==> src/rtl/tmds_pkg.sv <==
// Shared constants, branch-select enum and small helpers for the DVI/TMDS encoder.
// Optional output register stage is enabled by defining TMDS_REG_OUT_EN.
package tmds_pkg;

    localparam int SYM_W = 10;
    localparam int CNT_W = 6;

    localparam logic [SYM_W-1:0] CTRL_TOKEN_00 = 10'b1101010100;
    localparam logic [SYM_W-1:0] CTRL_TOKEN_01 = 10'b0010101011;
    localparam logic [SYM_W-1:0] CTRL_TOKEN_10 = 10'b0101010100;
    localparam logic [SYM_W-1:0] CTRL_TOKEN_11 = 10'b1010101011;

    typedef enum logic [1:0] {
        ENC_CTRL,
        ENC_BALANCED,
        ENC_INVERT,
        ENC_KEEP
    } enc_sel_e;

    function automatic logic [3:0] countOnes8(input logic [7:0] v);
        logic [3:0] n;
        n = '0;
        for (int i = 0; i < 8; i++) begin
            n = n + {3'b000, v[i]};
        end
        return n;
    endfunction

    function automatic logic [SYM_W-1:0] controlToken(input logic c1, input logic c0);
        logic [SYM_W-1:0] tok;
        case ({c1, c0})
            2'b00:   tok = CTRL_TOKEN_00;
            2'b01:   tok = CTRL_TOKEN_01;
            2'b10:   tok = CTRL_TOKEN_10;
            default: tok = CTRL_TOKEN_11;
        endcase
        return tok;
    endfunction

endpackage

==> src/rtl/tmds_channel.sv <==
// One TMDS channel: stage 1 builds the transition-minimised qm word, stage 2 applies DC balancing.
// With TMDS_REG_OUT_EN defined an extra output register adds one cycle of latency.
module tmds_channel
    import tmds_pkg::*;
(
    input  logic             clk,
    input  logic             rst_n,
    input  logic [7:0]       data_i,
    input  logic             c1_i,
    input  logic             c0_i,
    input  logic             de_i,
    output logic [SYM_W-1:0] sym_o
);

    localparam logic signed [CNT_W-1:0] CNT_ZERO = '0;
    localparam logic signed [CNT_W-1:0] CNT_TWO  = 6'sd2;

    logic [3:0]              dataOnes;
    logic                    useXnor;
    logic [8:0]              qm_d, qm_q;
    logic [3:0]              n1_d, n1_q, n0_d, n0_q;
    logic                    de_q, c1_q, c0_q;
    logic signed [CNT_W-1:0] cnt_d, cnt_q;
    logic signed [CNT_W-1:0] n1s, n0s;
    logic                    cntPos, cntNeg;
    logic [SYM_W-1:0]        sym_d, sym_q;
    enc_sel_e                encSel;

    // Stage 1: XNOR chain when the byte is ones-heavy so the result has fewer transitions.
    always_comb begin
        dataOnes = countOnes8(data_i);
        useXnor  = (dataOnes > 4'd4) || ((dataOnes == 4'd4) && !data_i[0]);
        qm_d     = '0;
        qm_d[0]  = data_i[0];
        for (int i = 1; i < 8; i++) begin
            qm_d[i] = useXnor ? ~(qm_d[i-1] ^ data_i[i]) : (qm_d[i-1] ^ data_i[i]);
        end
        qm_d[8] = ~useXnor;
        n1_d    = countOnes8(qm_d[7:0]);
        n0_d    = 4'd8 - n1_d;
    end

    always_ff @(posedge clk or negedge rst_n) begin
        if (!rst_n) begin
            qm_q <= '0;
            n1_q <= '0;
            n0_q <= '0;
            de_q <= 1'b0;
            c1_q <= 1'b0;
            c0_q <= 1'b0;
        end else begin
            qm_q <= qm_d;
            n1_q <= n1_d;
            n0_q <= n0_d;
            de_q <= de_i;
            c1_q <= c1_i;
            c0_q <= c0_i;
        end
    end

    // Stage 2: pick invert/keep so the running disparity is pulled back towards zero.
    always_comb begin
        n1s    = {2'b00, n1_q};
        n0s    = {2'b00, n0_q};
        cntNeg = cnt_q[CNT_W-1];
        cntPos = !cnt_q[CNT_W-1] && (cnt_q != CNT_ZERO);

        encSel = ENC_KEEP;
        if (!de_q) begin
            encSel = ENC_CTRL;
        end else if ((cnt_q == CNT_ZERO) || (n1_q == n0_q)) begin
            encSel = ENC_BALANCED;
        end else if ((cntPos && (n1_q > n0_q)) || (cntNeg && (n0_q > n1_q))) begin
            encSel = ENC_INVERT;
        end

        sym_d = CTRL_TOKEN_00;
        cnt_d = CNT_ZERO;
        unique case (encSel)
            ENC_CTRL: begin
                sym_d = controlToken(c1_q, c0_q);
                cnt_d = CNT_ZERO;
            end
            ENC_BALANCED: begin
                sym_d = {~qm_q[8], qm_q[8], qm_q[8] ? qm_q[7:0] : ~qm_q[7:0]};
                cnt_d = qm_q[8] ? (cnt_q + n1s - n0s) : (cnt_q + n0s - n1s);
            end
            ENC_INVERT: begin
                sym_d = {1'b1, qm_q[8], ~qm_q[7:0]};
                cnt_d = cnt_q + (qm_q[8] ? CNT_TWO : CNT_ZERO) + n0s - n1s;
            end
            ENC_KEEP: begin
                sym_d = {1'b0, qm_q[8], qm_q[7:0]};
                cnt_d = cnt_q + n1s - n0s - (qm_q[8] ? CNT_ZERO : CNT_TWO);
            end
            default: begin
                sym_d = CTRL_TOKEN_00;
                cnt_d = CNT_ZERO;
            end
        endcase
    end

    always_ff @(posedge clk or negedge rst_n) begin
        if (!rst_n) begin
            sym_q <= CTRL_TOKEN_00;
            cnt_q <= CNT_ZERO;
        end else begin
            sym_q <= sym_d;
            cnt_q <= cnt_d;
        end
    end

`ifdef TMDS_REG_OUT_EN
    logic [SYM_W-1:0] out_q;

    always_ff @(posedge clk or negedge rst_n) begin
        if (!rst_n) begin
            out_q <= CTRL_TOKEN_00;
        end else begin
            out_q <= sym_q;
        end
    end

    assign sym_o = out_q;
`else
    assign sym_o = sym_q;
`endif

endmodule

==> src/rtl/tmds_encoder.sv <==
// DVI/TMDS encoder: three aligned channel encoders, blue carries hsync/vsync during blanking.
// Define TMDS_REG_OUT_EN to add a third pipeline stage on the symbol outputs.
module tmds_encoder
    import tmds_pkg::*;
(
    input  logic             clk,
    input  logic             reset,
    input  logic [7:0]       vga_r,
    input  logic [7:0]       vga_g,
    input  logic [7:0]       vga_b,
    input  logic             vga_hs,
    input  logic             vga_vs,
    input  logic             vga_de,
    output logic [SYM_W-1:0] tmds_r,
    output logic [SYM_W-1:0] tmds_g,
    output logic [SYM_W-1:0] tmds_b
);

    tmds_channel uBlue (
        .clk    (clk),
        .rst_n  (reset),
        .data_i (vga_b),
        .c1_i   (vga_vs),
        .c0_i   (vga_hs),
        .de_i   (vga_de),
        .sym_o  (tmds_b)
    );

    tmds_channel uGreen (
        .clk    (clk),
        .rst_n  (reset),
        .data_i (vga_g),
        .c1_i   (1'b0),
        .c0_i   (1'b0),
        .de_i   (vga_de),
        .sym_o  (tmds_g)
    );

    tmds_channel uRed (
        .clk    (clk),
        .rst_n  (reset),
        .data_i (vga_r),
        .c1_i   (1'b0),
        .c0_i   (1'b0),
        .de_i   (vga_de),
        .sym_o  (tmds_r)
    );

endmodule

==> config.mk <==
export PLATFORM = sky130hd
export DESIGN_NAME = tmds_encoder
export DESIGN_NICKNAME = d
export VERILOG_FILES = /design/src/rtl/tmds_pkg.sv /design/src/rtl/tmds_channel.sv /design/src/rtl/tmds_encoder.sv
export SDC_FILE = /design/constraint.sdc
export NUM_CORES = 1
export LEC_CHECK = 0
export ABC_AREA = 1
export ABC_CLOCK_PERIOD_IN_PS = 3800
export CORE_MARGIN = 8
export CORE_UTILIZATION = 35
export CTS_CLUSTER_DIAMETER = 80
export DETAILED_ROUTE_END_ITERATION = 10
export DONT_BUFFER_PORTS = 1
export HOLD_SLACK_MARGIN = 0.15
export SLEW_MARGIN = 0
export SYNTH_ARGS = -nofsm -noshare
export SYNTH_HDL_FRONTEND = slang
export SYNTH_SLANG_ARGS = --single-unit
==> constraint.sdc <==
create_clock -name clk -period 3.8 [get_ports clk]
set_input_delay 0.57 -clock clk [delete_from_list [all_inputs] [get_ports clk]]
set_output_delay 0.57 -clock clk [all_outputs]
set_load 0.05 [all_outputs]
Yosys cells after proc, flatten, opt, wreduce, memory -nomap -nowiden
Index checks and enable logic that the tools add are counted.
Widths: inputs -> output; s select.
- bitwise operators: 51
- equality and inequality tests: 17
- magnitude comparators: 9
- mux-type cells: 49
- $add $sub $neg: 69
- reduce and logical (&&, ||, !) cells: 37
- operator list (kind ; number):
    $add 4x1->4 ; 36
    $pmux 10 s4 ; 3
    $pmux 6 s4 ; 3
    $add 6x5->6 ; 9
    $sub 6x5->6 ; 9
    $pmux 10 s3 ; 1
    $not 1->1 ; 27
    $gt 4x4->1 ; 6
    $mux 1 ; 24
    $mux 2 ; 12
    $mux 8 ; 3
    $not 8->8 ; 3
    $xor 1x1->1 ; 21
    $add 6x6->6 ; 3
    $logic_not 6->1 ; 3
    $mux 6 ; 3
    $reduce_bool 6->1 ; 3
    $sub 6x6->6 ; 3
    $eq 2x2->1 const B ; 7
    $add 1x1->2 ; 6
    $eq 4x3->1 const B ; 3
    $eq 4x4->1 ; 3
    $gt 4x3->1 const B ; 3
    $logic_and 1x1->1 ; 12
    5 further kinds ; 26
- bits in registers: 102
- output and inout port bits: 30
- bits of input ports: 29

Depth between registers and ports, before layout
Gate-level depths: netlist of run 1.
- depth after elaboration: 31
- depth in mapped cells: 24

Modules after synthesis
From an unflattened synthesis of run 1, not the netlist that was laid out.
- cell total of the unflattened synthesis: 1085
- area, all modules: 9096.2 sq um
- modules (own cells, without submodules) (module ; instances ; cells each ; seq. area each (sq um) ; area each (sq um)):
    tmds_channel at uRed ; 1 ; 394 ; 882.1 ; 3145.5
    tmds_channel at uBlue ; 1 ; 358 ; 882.1 ; 2977.9
    tmds_channel at uGreen ; 1 ; 332 ; 882.1 ; 2969.1
    tmds_encoder ; 1 ; 1 ; 0.0 ; 3.8

Least setup slack after synthesis of run 1
Ideal clock, no wire load.
- kind: input port to flip-flop
- from: input port vga_b[0]
- to: register uBlue.n0_q[2]
- arrival: 5.863 ns
- library setup time: 0.127 ns
- path slack: -2.189 ns
- stages: 21
- buffers on the path: 0
- path through: ha_1 -> inv_1 -> fa_1 -> fa_1 -> inv_1 -> fa_1 -> fa_1 -> nor2_1 -> nand2_1 -> a21oi_4 -> xor2_1 -> ha_1 -> inv_1 -> fa_1 -> fa_1 -> inv_1 -> fa_1 -> fa_1 -> inv_1 -> ha_1 -> xnor2_1
- cells in the longest elaborated chain, start to end: 31
- elaborated cells on any way between the ends: 41
- classes of those cells: add/sub: 15; order compare: 1; eq/ne: 1; mux: 7; bitwise: 14; reduce/logical: 3
- RTL lines (what ; RTL line ; RTL):
    from (decl) ; tmds_encoder.sv:10 ; input logic [7:0] vga_b,
    parallel branches: the longest is 10 deep, another holds $add 4x1->4 ; -- ;
    $mux 1 (*) ; tmds_channel.sv:36 ; qm_d[i] = useXnor ? ~(qm_d[i-1] ^ data_i[i]) : (qm_d[i-1] ^ data_i[i]);
    via uBlue.qm_d[1] ; tmds_channel.sv:20 ; logic [8:0] qm_d, qm_q;
    parallel branches: the longest is 18 deep, another holds $add 4x1->4 ; -- ;
    $add 4x1->4 (*) ; tmds_pkg.sv:24 ; n = n + {3'b000, v[i]};
    via uBlue.n1_d[1] ; tmds_channel.sv:21 ; logic [3:0] n1_d, n1_q, n0_d, n0_q;
    $sub 4x4->4 (*) ; tmds_channel.sv:40 ; n0_d = 4'd8 - n1_d;
    via uBlue.n0_d[2] ; tmds_channel.sv:21 ;
    to (signal assigned) ; tmds_channel.sv:54 ; n0_q <= n0_d;
    to (decl) ; tmds_channel.sv:21 ;
Mark *: on every way through the listed nets, which the timed path passes.

Worst setup path in the final report of run 1
- from: input port vga_b[1]
- to: register uBlue.n0_q[2]
Same word-level chain as after synthesis.

==> results of run 1 <==
[sequential cells by signal (all words and copies together) (netlist names), 3 cells and up]
register / flops
uRed.n0_q: 3
uBlue.cnt_q: 6
uRed.sym_o: 10
uRed.n1_q: 4
uRed.qm_q: 9
uGreen.cnt_q: 6
uGreen.n1_q: 4
uBlue.n1_q: 4
uGreen.n0_q: 3
uBlue.n0_q: 3
uGreen.sym_o: 10
uRed.cnt_q: 6
uBlue.sym_o: 10
uBlue.qm_q: 9
uGreen.qm_q: 9
[cells by family after synthesis]
group,share of synthesized area (%)
XOR/XNOR,7.68
buffers and inverters,9.52
AO/OA/AOI/OAI,5.83
flip-flops,30.5
AND/OR/NAND/NOR,19.6
adder cells (fa/ha/maj),26.8
[layout make-up]
class,instances,area [sq um]
fill,2238,13500
multi-input combinational,631,5180
timing repair buffer,78,649
inverter,184,693
sequential,99,2500
clock inverter,6,96.3
tap,319,399
clock buffer,10,229
[critical path, stage by stage]
cell     delay [ps]
ha_4            250
inv_2            40
fa_1            440
fa_1            480
inv_1            50
fa_2            340
fa_1            410
xor2_2          180
a21oi_4         190
xor2_2          170
ha_1            260
inv_2            60
fa_1            420
fa_1            510
inv_2            40
fa_2            370
fa_2            590
inv_2            50
ha_4            150
xnor2_2         120
[path summary, 6_finish.rpt]
path	slack, ps	end	start
worst max-delay path	-1660	uBlue.n0_q[2]$_DFF_PN0_	vga_b[1]
worst min-delay path	240	uBlue.c0_q$_DFF_PN0_	vga_hs
worst max register to register	710	uBlue.cnt_q[5]$_DFF_PN0_	uBlue.cnt_q[1]$_DFF_PN0_
worst min register to register	510	uGreen.sym_o[2]$_DFF_PN1_	uGreen.qm_q[2]$_DFF_PN0_
max in group asynchronous	2520	uBlue.sym_o[9]$_DFF_PN1_	reset
min in group asynchronous	820	uGreen.cnt_q[2]$_DFF_PN0_	reset
[layer usage]
layer	routed length (microns)	share of wire (%)
met5	10	0.056
met4	205	1.1
met3	822	4.6
met2	8610	48
met1	8320	46
[synth_stat cells (all sizes together)]
master	number	area [sq um]
dfstp	15	394
and2	1	6.26
dfrtp	84	2100
fa	60	1200
xnor2	31	272
nand4	11	83.8
inv	183	689
a21oi	26	164
nand2	204	816
nand3	79	395
xnor3	2	45.0
o211ai	29	223
nor3	2	10.0
clkinv	1	3.75
or2	4	25.0
o21ai	18	90.1
xor2	33	312
clkbuf	1	3.75
ha	79	988
nand3b	10	75.1
nor2	42	194
buf	11	81.3
[per-stage QoR]
stage	std cells	hold slack [ps]	utilization [%]	setup TNS, ps
after global placement	1290	282	38.9	-36460
after floorplan	926	274	-	-34460
final	1327	238	42.0	-29010
after CTS	1323	163	41.4	-28700
after global routing	1327	216	42.0	-32470
after detailed placement	1290	282	38.9	-37920
[what timing repair did]
action / in CTS / in global routing
setup buffers: 17 / 3
pin swaps: 18 / 8
endpoints found under the hold margin: 99 / 1
endpoints found under the setup margin: 21 / 21
hold buffers: 1 / 1
gates resized for setup: 22 / 21
==> impl_metrics.env, run 1 <==
export IMPL_die_w_microns=169
export IMPL_drt_wl_total_microns=18000
export IMPL_endpoint_kind="flip-flop"
export IMPL_grt_antenna_before_repair=1
export IMPL_synth_cell_types=37
export IMPL_clk_pin_slew_ps=70
export IMPL_start_util_pct=35.2
export IMPL_met2_usage_pct=22.3
export IMPL_drtAntennaViolNets=0
export IMPL_place_congestion=0.829
export IMPL_cts_sinks=99
export IMPL_nets=1171
export IMPL_grt_busiest_layer="met2"
export IMPL_grt_pass1_vias=6069
export IMPL_ys_ff_latch=99
export IMPL_fp_coreArea_sq_um=23200
export IMPL_rsz0062_at_grt="yes"
export IMPL_setup_violations=21
export IMPL_tightestPinTransition_ps=864
export IMPL_firstDrtPassIters=4
export IMPL_num_vias=6058
export IMPL_dp_hpwl_microns=13900
export IMPL_reg2regPathDepth=12
export IMPL_hold_viol_final=0
export IMPL_grt_max_degree=100
export IMPL_io_pins=59
export IMPL_use_met1_pct=17.1
export IMPL_area_growth_pct=19.1
export IMPL_finalCriticalPeriod_ps=5460
export IMPL_skew_ps=9.51
export IMPL_cts_root_buf="clkbuf_16"
export IMPL_fmax_mhz=183
export IMPL_violations="negative setup slack"
export IMPL_syn_area_per_cell_sq_um=8.83
export IMPL_portBuffers=0
export IMPL_placed_cell_area_sq_um=9030
export IMPL_maxCapViolCount=0
export IMPL_final_common_cell="nand2_1"
export IMPL_cts_tree="yes"
export IMPL_critPathLaunchType="input pin"
export IMPL_synthCells=926
export IMPL_rows=56
export IMPL_grt_pass1_wl_microns=30500
export IMPL_worstHoldPathType="in -> reg"
export IMPL_status="complete, but fails checks"
export IMPL_ys_seq_area_share_pct=30.5
export IMPL_grt_use_total_pct=13.3
export IMPL_grt_ovfl_total=0
export IMPL_cts_max_level=3
export IMPL_cts_buffers_inserted=9
export IMPL_crit_fanout=3
export IMPL_finalWorstSetupSlack_ps=-1660
export IMPL_path_class="in -> reg"
export IMPL_dieArea_sq_um=28500
export IMPL_min_period_over_period_pct=144
export IMPL_hold_path_depth=0
export IMPL_drt_iter0_drc=342
export IMPL_clock_path_buffers=2
export IMPL_syn_area_sq_um=8170
export IMPL_syn_num_nets=1094
export IMPL_drc_errors=0
export IMPL_required_ps=4030
export IMPL_vias_per_cell=4.57
export IMPL_crit_arrival_ps=5700
export IMPL_drv_slew=0
export IMPL_diodes=0
export IMPL_final_area_sq_um=9740
export IMPL_relSlewSlack_pct=41.8
export IMPL_clock_latency_ps=350
export IMPL_drive_gt1_share_pct=19.5
export IMPL_use_met3_pct=3.10
export IMPL_die_height_microns=169
export IMPL_preCtsSetupSlack_ps=-2180
export IMPL_routedWlPerCell_microns=13.5
export IMPL_final_cell_mix="187 x nand2_1, 164 x inv_1, 84 x dfrtp_1"
export IMPL_synth_warnings=0
Power of run 1 is not shown: default switching activity piles up to over one toggle a cycle in this logic, so the estimate is an artifact.
==> inputs of run 2 (changes only) <==
==> constraint.sdc (replaced) <==
create_clock -name clk -period 3.8 [get_ports clk]
set_input_delay 0.76 -clock clk [delete_from_list [all_inputs] [get_ports clk]]
set_output_delay 0.76 -clock clk [all_outputs]
set_load 0.05 [all_outputs]
==> run 2 against run 1 <==
Net effect: the flow still finishes with violations (negative setup slack); clock skew is 2.9 ps higher; die area unchanged; worst hold slack improved by 5.4 ps; critical path depth unchanged; cell count increased by 0.15%; clock-buffer cell count shrank 1; non-clock buffer count up 2; register-to-register slack worse by 30 ps.
==> impl_metrics.env, run 2 (synthesized netlist as in run 1, its figures left out) <==
export IMPL_drtAntennaViolNets=0
export IMPL_grt_pass1_wl_microns=31500
export IMPL_fp_coreArea_sq_um=23200
export IMPL_finalCriticalPeriod_ps=5680
export IMPL_final_util_pct=42.1
export IMPL_violations="negative setup slack"
export IMPL_cts_root_buf="clkbuf_16"
export IMPL_diodes=0
export IMPL_dieArea_sq_um=28500
export IMPL_skew_ps=12.4
export IMPL_relSlewSlack_pct=41.3
export IMPL_met2_usage_pct=23.2
export IMPL_drive_gt1_share_pct=21.0
export IMPL_io_pins=59
export IMPL_place_congestion=0.828
export IMPL_grt_busiest_layer="met2"
export IMPL_clock_latency_ps=360
export IMPL_cpMaxStageDelayCell="fa_2"
export IMPL_use_met1_pct=17.8
export IMPL_final_common_cell="nand2_1"
export IMPL_whs_ps=243
export IMPL_firstDrtPassIters=4
export IMPL_fillerInstances=2262
export IMPL_grt_pass1_vias=6291
export IMPL_clock_path_buffers=2
export IMPL_nets=1173
export IMPL_grt_max_degree=85
export IMPL_cts_buffers_inserted=9
export IMPL_status="complete, but fails checks"
export IMPL_drt_wl_total_microns=18700
export IMPL_instances_no_fill=1329
export IMPL_use_met3_pct=3.07
export IMPL_finalWorstSetupSlack_ps=-1880
export IMPL_cp_top_family="adder cells"
export IMPL_worstHoldPathType="in -> async"
export IMPL_vias_per_cell=4.57
export IMPL_dp_cells=1290
export IMPL_endpoint_kind="flip-flop"
export IMPL_clk_pin_slew_ps=70
export IMPL_rows=56
export IMPL_required_ps=4050
export IMPL_grt_use_total_pct=13.9
export IMPL_cpPeakStageDelay_ps=590
export IMPL_hold_viol_final=0
export IMPL_crit_chain="ha_4, inv_4, fa_1, fa_1, inv_2, fa_2, fa_1, xor2_1, a21oi_4, xor2_2, ha_1, inv_1, fa_1, fa_1, inv_2, fa_2, fa_2, inv_2, ha_4, xnor2_1"
export IMPL_maxCapViolCount=0
export IMPL_die_w_microns=169
export IMPL_crit_arrival_ps=5930
export IMPL_r2r_setup_slack_ps=680
export IMPL_grt_ovfl_total=0
export IMPL_rsz0062_at_grt="yes"
export IMPL_final_cell_mix="178 x nand2_1, 161 x inv_1, 84 x dfrtp_1"
export IMPL_dp_hpwl_microns=14200
export IMPL_crit_buf_inv=5
export IMPL_path_class="in -> reg"
export IMPL_routedWlPerCell_microns=14.1
export IMPL_grt_antenna_before_repair=1
export IMPL_crit_fanout=3
export IMPL_drt_iter0_drc=294
export IMPL_setup_violations=22
export IMPL_min_period_over_period_pct=149
export IMPL_die_height_microns=169
export IMPL_area_growth_pct=19.6
export IMPL_setup_tns_final_ps=-33790
export IMPL_portBuffers=0
export IMPL_cts_max_level=3
export IMPL_drc_errors=0
export IMPL_tightestPinTransition_ps=871
export IMPL_fmax_mhz=176
export IMPL_cts_sinks=99
export IMPL_critPathLaunchType="input pin"
export IMPL_crit_top_cell="fa_1"
export IMPL_drv_slew=0
export IMPL_start_util_pct=35.2
export IMPL_cts_tree="yes"
export IMPL_num_vias=6080
-- run 2: per-stage QoR --
step | cell area [sq um] | setup WS (ps)
2_1_floorplan | 8290 | -2220
3_3_place_gp | 9030 | -2280
3_5_place_dp | 9030 | -2420
4_1_cts | 9580 | -1840
5_1_grt | 9770 | -2080
6_report | 9770 | -1880
-- run 2: timing repair --
item                       CTS  global route
buffers inserted            16             9
hold buffers                 1             0
hold endpoints to repair    84             0
gates resized for setup     24            36
pin swaps                   20            12
setup endpoints to repair   21            24
-- run 2: final timing paths --
| path | start | end | depth (start not counted) |
|---|---|---|---|
| max | vga_b[1] | uBlue.n0_q[2]$_DFF_PN0_ | 20 |
| min | reset | uGreen.sym_o[4]$_DFF_PN1_ | 0 |
| max reg2reg | uBlue.cnt_q[1]$_DFF_PN0_ | uBlue.cnt_q[5]$_DFF_PN0_ | 12 |
| min reg2reg | uGreen.qm_q[2]$_DFF_PN0_ | uGreen.sym_o[2]$_DFF_PN1_ | 1 |
| max in group asynchronous | reset | uBlue.sym_o[3]$_DFF_PN0_ | 1 |
| min in group clk | vga_hs | uBlue.c0_q$_DFF_PN0_ | 0 |
-- run 2: layout make-up --
| class | count | area (sq um) | area share, % |
|---|---|---|---|
| Tap cell | 319 | 399 | 4.08 |
| Inverter | 184 | 696 | 7.12 |
| Clock buffer | 9 | 225 | 2.30 |
| Sequential cell | 99 | 2500 | 25.5 |
| Multi-Input combinational cell | 631 | 5190 | 53.1 |
| Timing Repair Buffer | 80 | 673 | 6.89 |
| Clock inverter | 7 | 93.8 | 0.960 |
-- run 2: metal layers --
layer  routed length (microns)  vias to the layer above
li1                          -                     3043
met1                      8550                     2939
met2                      9170                       81
met3                       803                       15
met4                       208                        2
met5                        10                        -
Power of run 2 is left out for the same reason.
==> inputs of run 3 (changes only) <==
--- a/config.mk
+++ b/config.mk
@@ -17,3 +17,4 @@
 export SYNTH_ARGS = -nofsm -noshare
 export SYNTH_HDL_FRONTEND = slang
 export SYNTH_SLANG_ARGS = --single-unit
+export TNS_END_PERCENT = 20
==> run 3 against run 2 <==
Net effect: the run still ends with negative setup slack left; final area shrank 2.9%; worst hold slack gained 6.2 ps; critical path depth grew 1; register-to-register slack lost 20 ps; critical path type unchanged; largest cell class unchanged; fmax shrank 0.39%; sequential share of layout area grew 0.75 points; global-route usage shrank 0.57 points; worst setup slack lost 22 ps.
==> impl_metrics.env, run 3 (synthesized netlist as in run 1, its figures left out) <==
export IMPL_portBuffers=0
export IMPL_cpPeakStageDelay_ps=580
export IMPL_crit_fanout=3
export IMPL_dp_hpwl_microns=14000
export IMPL_final_cell_mix="184 x nand2_1, 163 x inv_1, 84 x dfrtp_1"
export IMPL_routedWlPerCell_microns=13.7
export IMPL_die_height_microns=169
export IMPL_cts_sinks=99
export IMPL_maxCapViolCount=0
export IMPL_drc_errors=0
export IMPL_drt_wl_total_microns=18100
export IMPL_required_ps=4040
export IMPL_critPathLaunchType="input pin"
export IMPL_drv_slew=0
export IMPL_placed_cell_area_sq_um=8960
export IMPL_grt_antenna_before_repair=0
export IMPL_cpMaxStageDelayCell="fa_2"
export IMPL_place_congestion=0.803
export IMPL_cts_root_buf="clkbuf_16"
export IMPL_clk_pin_slew_ps=80
export IMPL_fmax_mhz=175
export IMPL_crit_top_cell="fa_1"
export IMPL_grt_pass1_vias=6000
export IMPL_drive_gt1_share_pct=18.2
export IMPL_io_pins=59
export IMPL_min_period_over_period_pct=150
export IMPL_cts_max_level=3
export IMPL_drtAntennaViolNets=0
export IMPL_area_growth_pct=16.2
export IMPL_grt_use_total_pct=13.3
export IMPL_cts_tree="yes"
export IMPL_start_util_pct=35.2
export IMPL_diodes=0
export IMPL_hold_viol_final=0
export IMPL_fp_coreArea_sq_um=23200
export IMPL_status="complete, but fails checks"
export IMPL_vias_per_cell=4.52
export IMPL_rows=56
export IMPL_tightestPinTransition_ps=919
export IMPL_clock_latency_ps=350
export IMPL_worstHoldPathType="in -> async"
export IMPL_path_class="in -> reg"
export IMPL_rsz0062_at_grt="yes"
export IMPL_violations="negative setup slack"
export IMPL_r2r_setup_slack_ps=660
export IMPL_cp_top_family="adder cells"
export IMPL_drt_iter0_drc=208
export IMPL_nets=1161
export IMPL_firstDrtPassIters=5
export IMPL_grt_max_degree=85
export IMPL_grt_ovfl_total=0
export IMPL_crit_arrival_ps=5940
export IMPL_num_vias=5957
export IMPL_skew_ps=13.7
export IMPL_clock_path_buffers=2
export IMPL_relSlewSlack_pct=38.1
export IMPL_final_area_sq_um=9500
export IMPL_crit_chain="ha_4, inv_2, fa_1, fa_1, inv_2, fa_2, fa_1, nor2_1, nand2_1, a21oi_4, xor2_2, ha_1, inv_1, fa_1, fa_1, inv_2, fa_2, fa_2, inv_2, ha_4, xnor2_1"
export IMPL_setup_violations=21
export IMPL_endpoint_kind="flip-flop"
export IMPL_cts_buffers_inserted=9
export IMPL_dieArea_sq_um=28500
export IMPL_finalWorstSetupSlack_ps=-1900
export IMPL_grt_pass1_wl_microns=30300
export IMPL_finalCriticalPeriod_ps=5700
export IMPL_final_common_cell="nand2_1"
export IMPL_die_w_microns=169
export IMPL_crit_buf_inv=5
export IMPL_preCtsSetupSlack_ps=-2440
## run 3: what timing repair did
action                                  in CTS  in global routing
pin swaps                                   15                  6
gates resized for setup                     12                 24
setup buffers                                4                  5
endpoints found under the hold margin       84                  0
hold buffers                                 1                  0
endpoints found under the setup margin      21                 22
## run 3: path summary, 6_finish.rpt
kind | startpoint | to | cells past startpoint
min in group clk | vga_vs | uBlue.c1_q$_DFF_PN0_ | 0
worst max-delay path | vga_b[1] | uBlue.n0_q[2]$_DFF_PN0_ | 21
max in group asynchronous | reset | uRed.de_q$_DFF_PN0_ | 1
worst max register to register | uGreen.cnt_q[1]$_DFF_PN0_ | uGreen.cnt_q[5]$_DFF_PN0_ | 13
worst min-delay path | reset | uBlue.sym_o[6]$_DFF_PN1_ | 0
worst min register to register | uRed.qm_q[6]$_DFF_PN0_ | uRed.sym_o[6]$_DFF_PN1_ | 1
## run 3: final cells by class
type                            instances  area (sq um)
Fill cell                            2253         13700
Multi-Input combinational cell        631          5060
Sequential cell                        99          2500
Inverter                              184           693
Timing Repair Buffer                   68           542
Tap cell                              319           399
Clock buffer                            9           225
Clock inverter                          7          82.6
## run 3: layer usage
| metal | track usage (%) | wire length (microns) | vias up |
|---|---|---|---|
| met2 | 22.8 | 8760 | 94 |
| met5 | 0 | 0 | - |
| li1 | - | - | 3022 |
| met1 | 17.1 | 8420 | 2829 |
| met4 | 2.48 | 125 | 0 |
| met3 | 2.80 | 755 | 12 |
## run 3: through the flow
stage          hold WS (ps)  util, %  std cells  TNS, ps
2_1_floorplan           464        -        926   -39810
3_3_place_gp            471     38.6       1291   -42010
3_5_place_dp            472     38.6       1291   -44530
4_1_cts                 229     40.4       1312   -33570
5_1_grt                 226     40.9       1317   -36560
6_report                249     40.9       1317   -32930
## run 3: worst register-to-register path, cell delays in order (launching register included)
cell and delay (ps):
dfrtp_1 350, inv_1 90, fa_1 650, inv_1 140
fa_1 470, ha_1 230, fa_1 390, nand2_1 90
nand2_1 70, a21oi_1 170, xor2_1 170, nor2_1 60
nor2_1 100, nand2_1 70
Power of run 3 is left out for the same reason.
